[src/rtl/umi_pkg.sv]
// Shared constants and types for the UMI packet codec.
// Opcode encodings, atomic type codes and single-word field layout.
package umi_pkg;

    localparam int OPW = 8;
    localparam int SZW = 4;
    localparam int USW = 20;
    localparam int CW  = 32;

    localparam int OFF_CMD    = 0;
    localparam int OFF_DST_LO = 32;
    localparam int OFF_SRC_LO = 64;
    localparam int OFF_DATA0  = 96;
    localparam int OFF_DATA1  = 128;
    localparam int OFF_DST_HI = 160;
    localparam int OFF_SRC_HI = 192;
    localparam int OFF_DATA2  = 224;

    localparam logic [3:0] CLS_READ   = 4'b0010;
    localparam logic [3:0] CLS_ATOMIC = 4'b0100;

    localparam logic [2:0] WR_NORMAL   = 3'd0;
    localparam logic [2:0] WR_RESPONSE = 3'd1;
    localparam logic [2:0] WR_SIGNAL   = 3'd2;
    localparam logic [2:0] WR_STREAM   = 3'd3;
    localparam logic [2:0] WR_ACK      = 3'd4;

    localparam logic [3:0] AT_SWAP = 4'd0;
    localparam logic [3:0] AT_ADD  = 4'd1;
    localparam logic [3:0] AT_AND  = 4'd2;
    localparam logic [3:0] AT_OR   = 4'd3;
    localparam logic [3:0] AT_XOR  = 4'd4;
    localparam logic [3:0] AT_MIN  = 4'd5;
    localparam logic [3:0] AT_MAX  = 4'd6;

    typedef struct packed {
        logic write;
        logic read;
        logic atomic;
        logic invalid;
        logic wr_normal;
        logic wr_response;
        logic wr_signal;
        logic wr_stream;
        logic wr_ack;
        logic at_swap;
        logic at_add;
        logic at_and;
        logic at_or;
        logic at_xor;
        logic at_min;
        logic at_max;
    } umi_flags_t;

    function automatic logic [CW-1:0] cmd_word(
        input logic [USW-1:0] user,
        input logic [SZW-1:0] size,
        input logic [OPW-1:0] opcode
    );
        return {user, size, opcode};
    endfunction

endpackage

[src/rtl/umi_decode.sv]
// Combinational UMI opcode decoder producing one-hot class/subtype flags.
module umi_decode
    import umi_pkg::*;
(
    input  logic [OPW-1:0] opcode,
    output umi_flags_t     flags
);

    logic is_write;
    logic is_read;
    logic is_atomic;

    assign is_write  = opcode[0];
    assign is_read   = (opcode[3:0] == CLS_READ);
    assign is_atomic = (opcode[3:0] == CLS_ATOMIC);

    always_comb begin
        flags        = '0;
        flags.write  = is_write;
        flags.read   = is_read;
        flags.atomic = is_atomic;
        if (is_write) begin
            case (opcode[3:1])
                WR_NORMAL:   flags.wr_normal   = 1'b1;
                WR_RESPONSE: flags.wr_response = 1'b1;
                WR_SIGNAL:   flags.wr_signal   = 1'b1;
                WR_STREAM:   flags.wr_stream   = 1'b1;
                WR_ACK:      flags.wr_ack      = 1'b1;
                default:     flags.invalid     = 1'b1;
            endcase
        end
        if (is_atomic) begin
            case (opcode[7:4])
                AT_SWAP: flags.at_swap = 1'b1;
                AT_ADD:  flags.at_add  = 1'b1;
                AT_AND:  flags.at_and  = 1'b1;
                AT_OR:   flags.at_or   = 1'b1;
                AT_XOR:  flags.at_xor  = 1'b1;
                AT_MIN:  flags.at_min  = 1'b1;
                AT_MAX:  flags.at_max  = 1'b1;
                default: flags.invalid = 1'b1;
            endcase
        end
        if (!is_write && !is_read && !is_atomic) begin
            flags.invalid = 1'b1;
        end
    end

endmodule

[src/rtl/umi_packet_codec.sv]
// Registered single-word UMI packet codec with independent pack and
// unpack paths, each one cycle of latency.
module umi_packet_codec
    import umi_pkg::*;
#(
    parameter int AW = 64,
    parameter int UW = 256
) (
    input  logic           clk,
    input  logic           rst,
    input  logic [OPW-1:0] opcode,
    input  logic [SZW-1:0] size,
    input  logic [USW-1:0] user,
    input  logic           burst,
    input  logic [AW-1:0]  dstaddr,
    input  logic [AW-1:0]  srcaddr,
    input  logic [UW-1:0]  data,
    output logic [UW-1:0]  packet_out,
    input  logic [UW-1:0]  packet_in,
    output logic [UW-1:0]  u_data,
    output logic [AW-1:0]  u_dstaddr,
    output logic [AW-1:0]  u_srcaddr,
    output logic [OPW-1:0] cmd_opcode,
    output logic [SZW-1:0] cmd_size,
    output logic [USW-1:0] cmd_user,
    output logic           cmd_write,
    output logic           cmd_read,
    output logic           cmd_atomic,
    output logic           cmd_invalid,
    output logic           cmd_write_normal,
    output logic           cmd_write_response,
    output logic           cmd_write_signal,
    output logic           cmd_write_stream,
    output logic           cmd_write_ack,
    output logic           cmd_atomic_swap,
    output logic           cmd_atomic_add,
    output logic           cmd_atomic_and,
    output logic           cmd_atomic_or,
    output logic           cmd_atomic_xor,
    output logic           cmd_atomic_min,
    output logic           cmd_atomic_max
);

    logic [UW-1:0] pack;
    umi_flags_t    flags_d;
    umi_flags_t    flags_q;

    // Addresses are split lo/hi around the first two data words.
    always_comb begin
        pack = '0;
        if (burst) begin
            pack = data;
        end else begin
            pack[OFF_CMD +: CW]    = cmd_word(user, size, opcode);
            pack[OFF_DST_LO +: 32] = dstaddr[31:0];
            pack[OFF_SRC_LO +: 32] = srcaddr[31:0];
            pack[OFF_DATA0 +: 32]  = data[31:0];
            pack[OFF_DATA1 +: 32]  = data[63:32];
            pack[OFF_DST_HI +: 32] = dstaddr[63:32];
            pack[OFF_SRC_HI +: 32] = srcaddr[63:32];
            pack[OFF_DATA2 +: 32]  = data[95:64];
        end
    end

    umi_decode u_decode (
        .opcode (packet_in[OPW-1:0]),
        .flags  (flags_d)
    );

    always_ff @(posedge clk) begin
        if (rst) begin
            packet_out <= '0;
            u_data     <= '0;
            u_dstaddr  <= '0;
            u_srcaddr  <= '0;
            cmd_opcode <= '0;
            cmd_size   <= '0;
            cmd_user   <= '0;
            flags_q    <= '0;
        end else begin
            packet_out <= pack;
            u_data     <= {{(UW-96){1'b0}},
                           packet_in[OFF_DATA2 +: 32],
                           packet_in[OFF_DATA1 +: 32],
                           packet_in[OFF_DATA0 +: 32]};
            u_dstaddr  <= {packet_in[OFF_DST_HI +: 32],
                           packet_in[OFF_DST_LO +: 32]};
            u_srcaddr  <= {packet_in[OFF_SRC_HI +: 32],
                           packet_in[OFF_SRC_LO +: 32]};
            cmd_opcode <= packet_in[OPW-1:0];
            cmd_size   <= packet_in[OPW +: SZW];
            cmd_user   <= packet_in[OPW+SZW +: USW];
            flags_q    <= flags_d;
        end
    end

    assign cmd_write          = flags_q.write;
    assign cmd_read           = flags_q.read;
    assign cmd_atomic         = flags_q.atomic;
    assign cmd_invalid        = flags_q.invalid;
    assign cmd_write_normal   = flags_q.wr_normal;
    assign cmd_write_response = flags_q.wr_response;
    assign cmd_write_signal   = flags_q.wr_signal;
    assign cmd_write_stream   = flags_q.wr_stream;
    assign cmd_write_ack      = flags_q.wr_ack;
    assign cmd_atomic_swap    = flags_q.at_swap;
    assign cmd_atomic_add     = flags_q.at_add;
    assign cmd_atomic_and     = flags_q.at_and;
    assign cmd_atomic_or      = flags_q.at_or;
    assign cmd_atomic_xor     = flags_q.at_xor;
    assign cmd_atomic_min     = flags_q.at_min;
    assign cmd_atomic_max     = flags_q.at_max;

endmodule

[config.mk]
export PLATFORM = sky130hd
export DESIGN_NAME = umi_packet_codec
export DESIGN_NICKNAME = d
export VERILOG_FILES = /design/src/rtl/umi_pkg.sv /design/src/rtl/umi_decode.sv /design/src/rtl/umi_packet_codec.sv
export SDC_FILE = /design/constraint.sdc
export NUM_CORES = 1
export LEC_CHECK = 0
export ABC_CLOCK_PERIOD_IN_PS = 1400
export CAP_MARGIN = 20
export CELL_PAD_IN_SITES_DETAIL_PLACEMENT = 1
export CELL_PAD_IN_SITES_GLOBAL_PLACEMENT = 2
export CORE_AREA = 5 5 528 530
export DETAILED_ROUTE_END_ITERATION = 8
export DIE_AREA = 0 0 533 535
export PLACE_DENSITY = 0.34
export SETUP_SLACK_MARGIN = 0.05
export SLEW_MARGIN = 20
export SYNTH_ARGS = -nofsm -noshare
export SYNTH_HDL_FRONTEND = slang
export SYNTH_HIERARCHICAL = 1
export SYNTH_SLANG_ARGS = --single-unit
export TNS_END_PERCENT = 100
[constraint.sdc]
create_clock -name clk -period 1.4 [get_ports clk]
set_clock_uncertainty 0.15 [all_clocks]
set_input_delay 0.21 -clock clk [delete_from_list [all_inputs] [get_ports clk]]
set_output_delay 0.21 -clock clk [all_outputs]
set_load 0.02 [all_outputs]
## Word level (Yosys, flattened, before mapping)

Index checks and enable logic that the tools add are counted.

| word-level totals | value |
|---|---|
| register bits | 688 |
| bits in latches | 0 |
| RAM bits | 0 |
| ROM bits | 0 |
| input port bits | 675 |
| output and inout port bits | 688 |
| logic and storage cells | 67 |
| memories | 0 |

| operators by class | value |
|---|---|
| $add $sub $neg | 0 |
| multipliers | 0 |
| div/mod/pow operators | 0 |
| $lt $le $gt $ge | 0 |
| eq/ne operators | 12 |
| shift operators | 0 |
| multiplexer cells | 18 |
| bitwise logic cells | 2 |
| reductions and logical operators | 11 |

Operators with widths:

| kind | number |
|---|---|
| 256-bit two-way mux | 1 |
| 4-bit by 3-bit equality test with 1-bit output, second input constant | 4 |
| 1-bit two-way mux | 16 |
| 4-bit by 2-bit equality test with 1-bit output, second input constant | 3 |
| 7-bit OR reduction | 1 |
| 3-bit by 2-bit equality test with 1-bit output, second input constant | 2 |
| 6-bit two-way mux | 1 |
| 5-bit OR reduction | 1 |
| 4-bit by 1-bit equality test with 1-bit output, second input constant | 1 |
| 4-bit zero test | 1 |
| 2-bit OR reduction | 2 |
| 3-bit by 1-bit equality test with 1-bit output, second input constant | 1 |
| 3-bit equality test, second input constant | 1 |
| 1-bit zero test | 3 |
| 3-bit zero test | 1 |
| 1-bit logical AND | 2 |
| 1-bit inverter | 2 |

## Logic depth before layout (Yosys ltp)

| depth | value |
|---|---|
| depth in word-level cells | 7 |
| mapped depth | 5 |
| mapped depth without buffers | 5 |

## Modules after synthesis

Netlist, hierarchy kept.

By module, submodules not included:

| module | times used | cells each | area each (um^2) | sequential area each (um^2) |
|---|---|---|---|---|
| umi_packet_codec | 1 | 1561 | 17748.3 | 10570.1 |
| umi_decode | 1 | 31 | 187.7 | 0.0 |

## Least setup slack after synthesis

OpenSTA, ideal clock, no wires.

| timing path | value |
|---|---|
| kind | in2reg |
| from | input port packet_in[1] |
| to | register flags_q, in the netlist cmd_atomic_add |
| setup time | 65 ps |
| arrival | 1138 ps |
| required time | 1185 ps |
| setup slack | 47 ps |
| stages | 5 |
| path buffers | 0 |
| cell sequence | or4b_4 -> inv_2 -> nand2_2 -> nor4_1 -> nor2b_1 |

| between the ends | value |
|---|---|
| cells in the longest elaborated chain, start to end | 3 |

RTL lines:

| element | RTL line | text |
|---|---|---|
| start, declared | umi_packet_codec.sv:19 | `input logic [UW-1:0] packet_in,` |
| 4-bit by 3-bit equality test with 1-bit output | umi_decode.sv:15 | `assign is_atomic = (opcode[3:0] == CLS_ATOMIC);` |
| net u_decode.is_atomic | umi_decode.sv:11 | `logic is_atomic;` |
| 1-bit inverter (no source line) | n/a |  |
| 2-bit OR reduction (no source line) | n/a |  |
| end signal, assigned | umi_packet_codec.sv:93 | `flags_q <= flags_d;` |
| end, declared | umi_packet_codec.sv:46 | `umi_flags_t flags_q;` |

The timed path passes the listed nets, and every way through them passes these cells.
A chain may end at the register's enable or synchronous reset.

## Worst setup path in the final report

| timing path | value |
|---|---|
| from | register packet_out[80] |
| to | output port packet_out[80] |

RTL lines:

| element | RTL line | text |
|---|---|---|
| start, declared | umi_packet_codec.sv:18 | `output logic [UW-1:0] packet_out,` |
| start signal, assigned | umi_packet_codec.sv:81 | `packet_out <= pack;` |

No word-level cell between the ends.

==> flow_metrics.py <==
metrics = {
    "outcome": {
        "status": "finished, violations left",
        "violations": "negative setup slack",
    },
    "yosys": {
        "netlist.area_leader.share": 0.589,
        "synth-seq-area-share": 0.589,
        "synth.largest_area_cell": "dfxtp_1",
        "yosysMostFrequentCell": "dfxtp_1",
        "yosys-top-cells-count": "dfxtp_1 (528), nor2b_1 (273), nor2_1 (260), mux2i_1 (256), buf_4 (166)",
        "synthTopCellsByArea": "dfxtp_1 (59%), mux2i_1 (14%), nor2b_1 (9.5%)",
        "avgSynthCellArea_um2": 11.3,
        "netlist_instances": 1592,
        "ys_ff_latch": 528,
        "syn-cell-area_um2": 17900,
        "yosys_warnings": 6,
        "ys_async_sr_fraction": 0,
        "synthFlopType": "dfxtp_1",
        "synth.distinct_cells": 24,
        "synth_edf_count": 0,
    },
    "final_layout": {
        "area_growth_syn_to_layout_pct": 156,
        "final_cells": 7183,
        "drive_above_1_share": 0.377,
        "fin_nets": 4174,
    },
    "sta": {
        "finalSetupViolCount": 536,
        "fin_ws_ns": -0.211,
        "rsz0062_at_grt": "true",
        "slew_headroom": 0.462,
        "fin_setup_tns_ns": -46.85,
        "worst_pin_slew_ns": 0.808,
        "min_period_ns": 1.61,
        "drv_slew": 0,
        "fin_crit_sh": 1.15,
        "fmaxAchievable_mhz": 621,
        "hold_violations": 0,
    },
    "power": {
        "p_comb_frac": 0.210,
        "clkPwrFrac": 0.451,
        "power_per_cell_area_nw_per_um2": 1070,
        "pwr-share-seq": 0.339,
        "power_uw": 49200,
        "power.internal_uw": 35100,
        "power.leakage_uw": 0.0186,
        "netSwitchingPower_uw": 14000,
        "irDropWorstVdd_v": 0.000905,
        "netSwitchingFraction": 0.285,
    },
    "drt": {
        "routed_via_density": 2.56,
        "drtPass1Iterations": 4,
        "routed_wl_mm": 156,
        "ant_nets": 0,
        "wl_per_cell_um": 21.8,
        "vias": 18400,
        "drc": 0,
        "initialDrtViolationCount": 408,
    },
    "critical_path": {
        "cp-start-kind": "flip-flop",
        "cp_max_fo": 1,
        "cp_num_buf_inv": 1,
        "required_ns": 1.04,
        "critPathKind": "reg -> out",
        "end_kind": "primary output",
        "crit_family": "flip-flops",
        "path_cells": "buf_12",
        "arrival_ns": 1.25,
        "critPathSlowestCell": "dfxtp_4",
        "slowest_delay_ns": 0.43,
    },
    "grt": {
        "grt_antenna_before_repair": 85,
        "grt_pass1_wl_mm": 202,
        "grt_max_degree": 57,
        "overflow": 0,
        "grt_usage": 0.105,
        "grt_pass1_vias": 20800,
    },
    "clock_tree": {
        "cts_tree": "built",
        "cts.sinks": 528,
        "cts_max_path_buffers": 3,
        "cts_made_buffers": 84,
        "cts-root-buf": "clkbuf_16",
        "clk_pin_slew_worst_paths_ns": 0.06,
        "h-tree-depth": 3,
    },
    "floorplan": {
        "die_w_um": 533,
        "std_cell_rows": 192,
        "core_area_um2": 273000,
        "die_area_um2": 285000,
        "ios": 1363,
        "dieHeight_um": 535,
        "initial_utilization": 0.0657,
    },
    "placed_design": {
        "portBuffers": 1202,
        "dp_hpwl_mm": 132,
        "gp_congestion": 0.812,
        "placed_cells": 6437,
    },
    "min_path": {
        "hold_class": "in -> reg",
        "hp-start": "burst",
        "hold_path_depth": 4,
        "holdPathEnd": "packet_out[221]$_SDFF_PP0_",
    },
    "run": {
        "drv_cap": 0,
    },
}
[cells by family (layout without fill, tap and decap cells)]
family / after synthesis / after routing / synth area share
AOI/OAI and AO/OA: 2 / 2 / 0.000697
other: 1 / 191 / 0.000209
and+or+nand+nor: 552 / 552 / 0.157
buffers and inverters: 253 / 2065 / 0.110
DFF: 528 / 528 / 0.589
muxes: 256 / 256 / 0.143
[flip-flops by register name, indices dropped and copies added (netlist names), 4 cells and up]
register    flops
packet_out    256
u_data         96
u_dstaddr      64
u_srcaddr      64
cmd_user       20
cmd_opcode      8
cmd_size        4
[cells in the final DEF (no fill, tap or decap), drive strengths merged, types with 5 or more instances in the layout]
cell type	Yosys	final
nor2b	273	273
bufinv	0	7
nor4	5	5
buf	244	674
mux2i	256	256
dfxtp	528	528
clkbuf	7	116
clkdlybuf4s50	0	671
dlymetal6s4s	0	5
nor2	260	260
conb	1	160
clkinv	0	26
dlygate4sd3	0	562
diode	0	31
[metal layers]
metal	vias up	track usage	wire length, um	part of all wire
met5	-	0	222	0.0014
met4	36	0.0320	4780	0.031
met3	240	0.0513	17800	0.11
met2	1045	0.171	71000	0.45
met1	8463	0.122	62500	0.40
li1	8598	-	-	-
[tightest hold or removal path, cell delays in order]
cell	delay, ns
buf_8	0.15
buf_4	0.16
mux2i_1	0.10
nor2_1	0.14
[metrics by stage]
step / hold slack [ns] / cell area [um2] / setup WS, ns / util
global placement: 0.483 / 36000 / -0.740 / 0.132
detailed placement: 0.489 / 36000 / -0.702 / 0.132
floorplan: 0.188 / 18500 / 0.0466 / -
CTS: -0.0790 / 45700 / -0.367 / 0.167
finish: 0.0406 / 45800 / -0.211 / 0.168
global route: 0.0148 / 45800 / -0.314 / 0.168
[worst max-delay path by stage]
stage | cells past startpoint | from | endpoint
floorplan | 5 | packet_in[1] | cmd_atomic_add$_SDFF_PP0_
global placement | 6 | packet_in[1] | cmd_atomic_add$_SDFF_PP0_
detailed placement | 6 | packet_in[1] | cmd_atomic_min$_SDFF_PP0_
CTS | 2 | packet_out[97]$_SDFF_PP0_ | packet_out[97]
global route | 1 | packet_out[96]$_SDFF_PP0_ | packet_out[96]
finish | 1 | packet_out[80]$_SDFF_PP0_ | packet_out[80]
[what timing repair did]
item,4_1_cts,5_1_grt
pin swaps,0,1
setup buffers,0,0
resized for setup,2721,12
hold buffers,560,10
endpoints found under the hold margin,479,17
setup endpoints to repair,528,566
[power by group through the flow]
stage	clock [uW]	combinational (uW)	sequential, uW
CTS	23700	10700	16700
detailed placement	0	8860	16700
global route	24100	11000	16800
finish	22200	10300	16700
floorplan	0	2100	17600
global placement	0	8900	16700
[cell type report]
type | instances | area [um2]
multi-input combinational | 970 | 6000
clock inverter | 34 | 450
timing repair buffer | 1913 | 21100
inverter | 2 | 7.51
sequential | 528 | 11300
antenna | 31 | 77.6
fill | 31200 | 227000
tap | 3589 | 4490
clock buffer | 116 | 2390
Note: power is estimated with default switching activity, not from simulation.
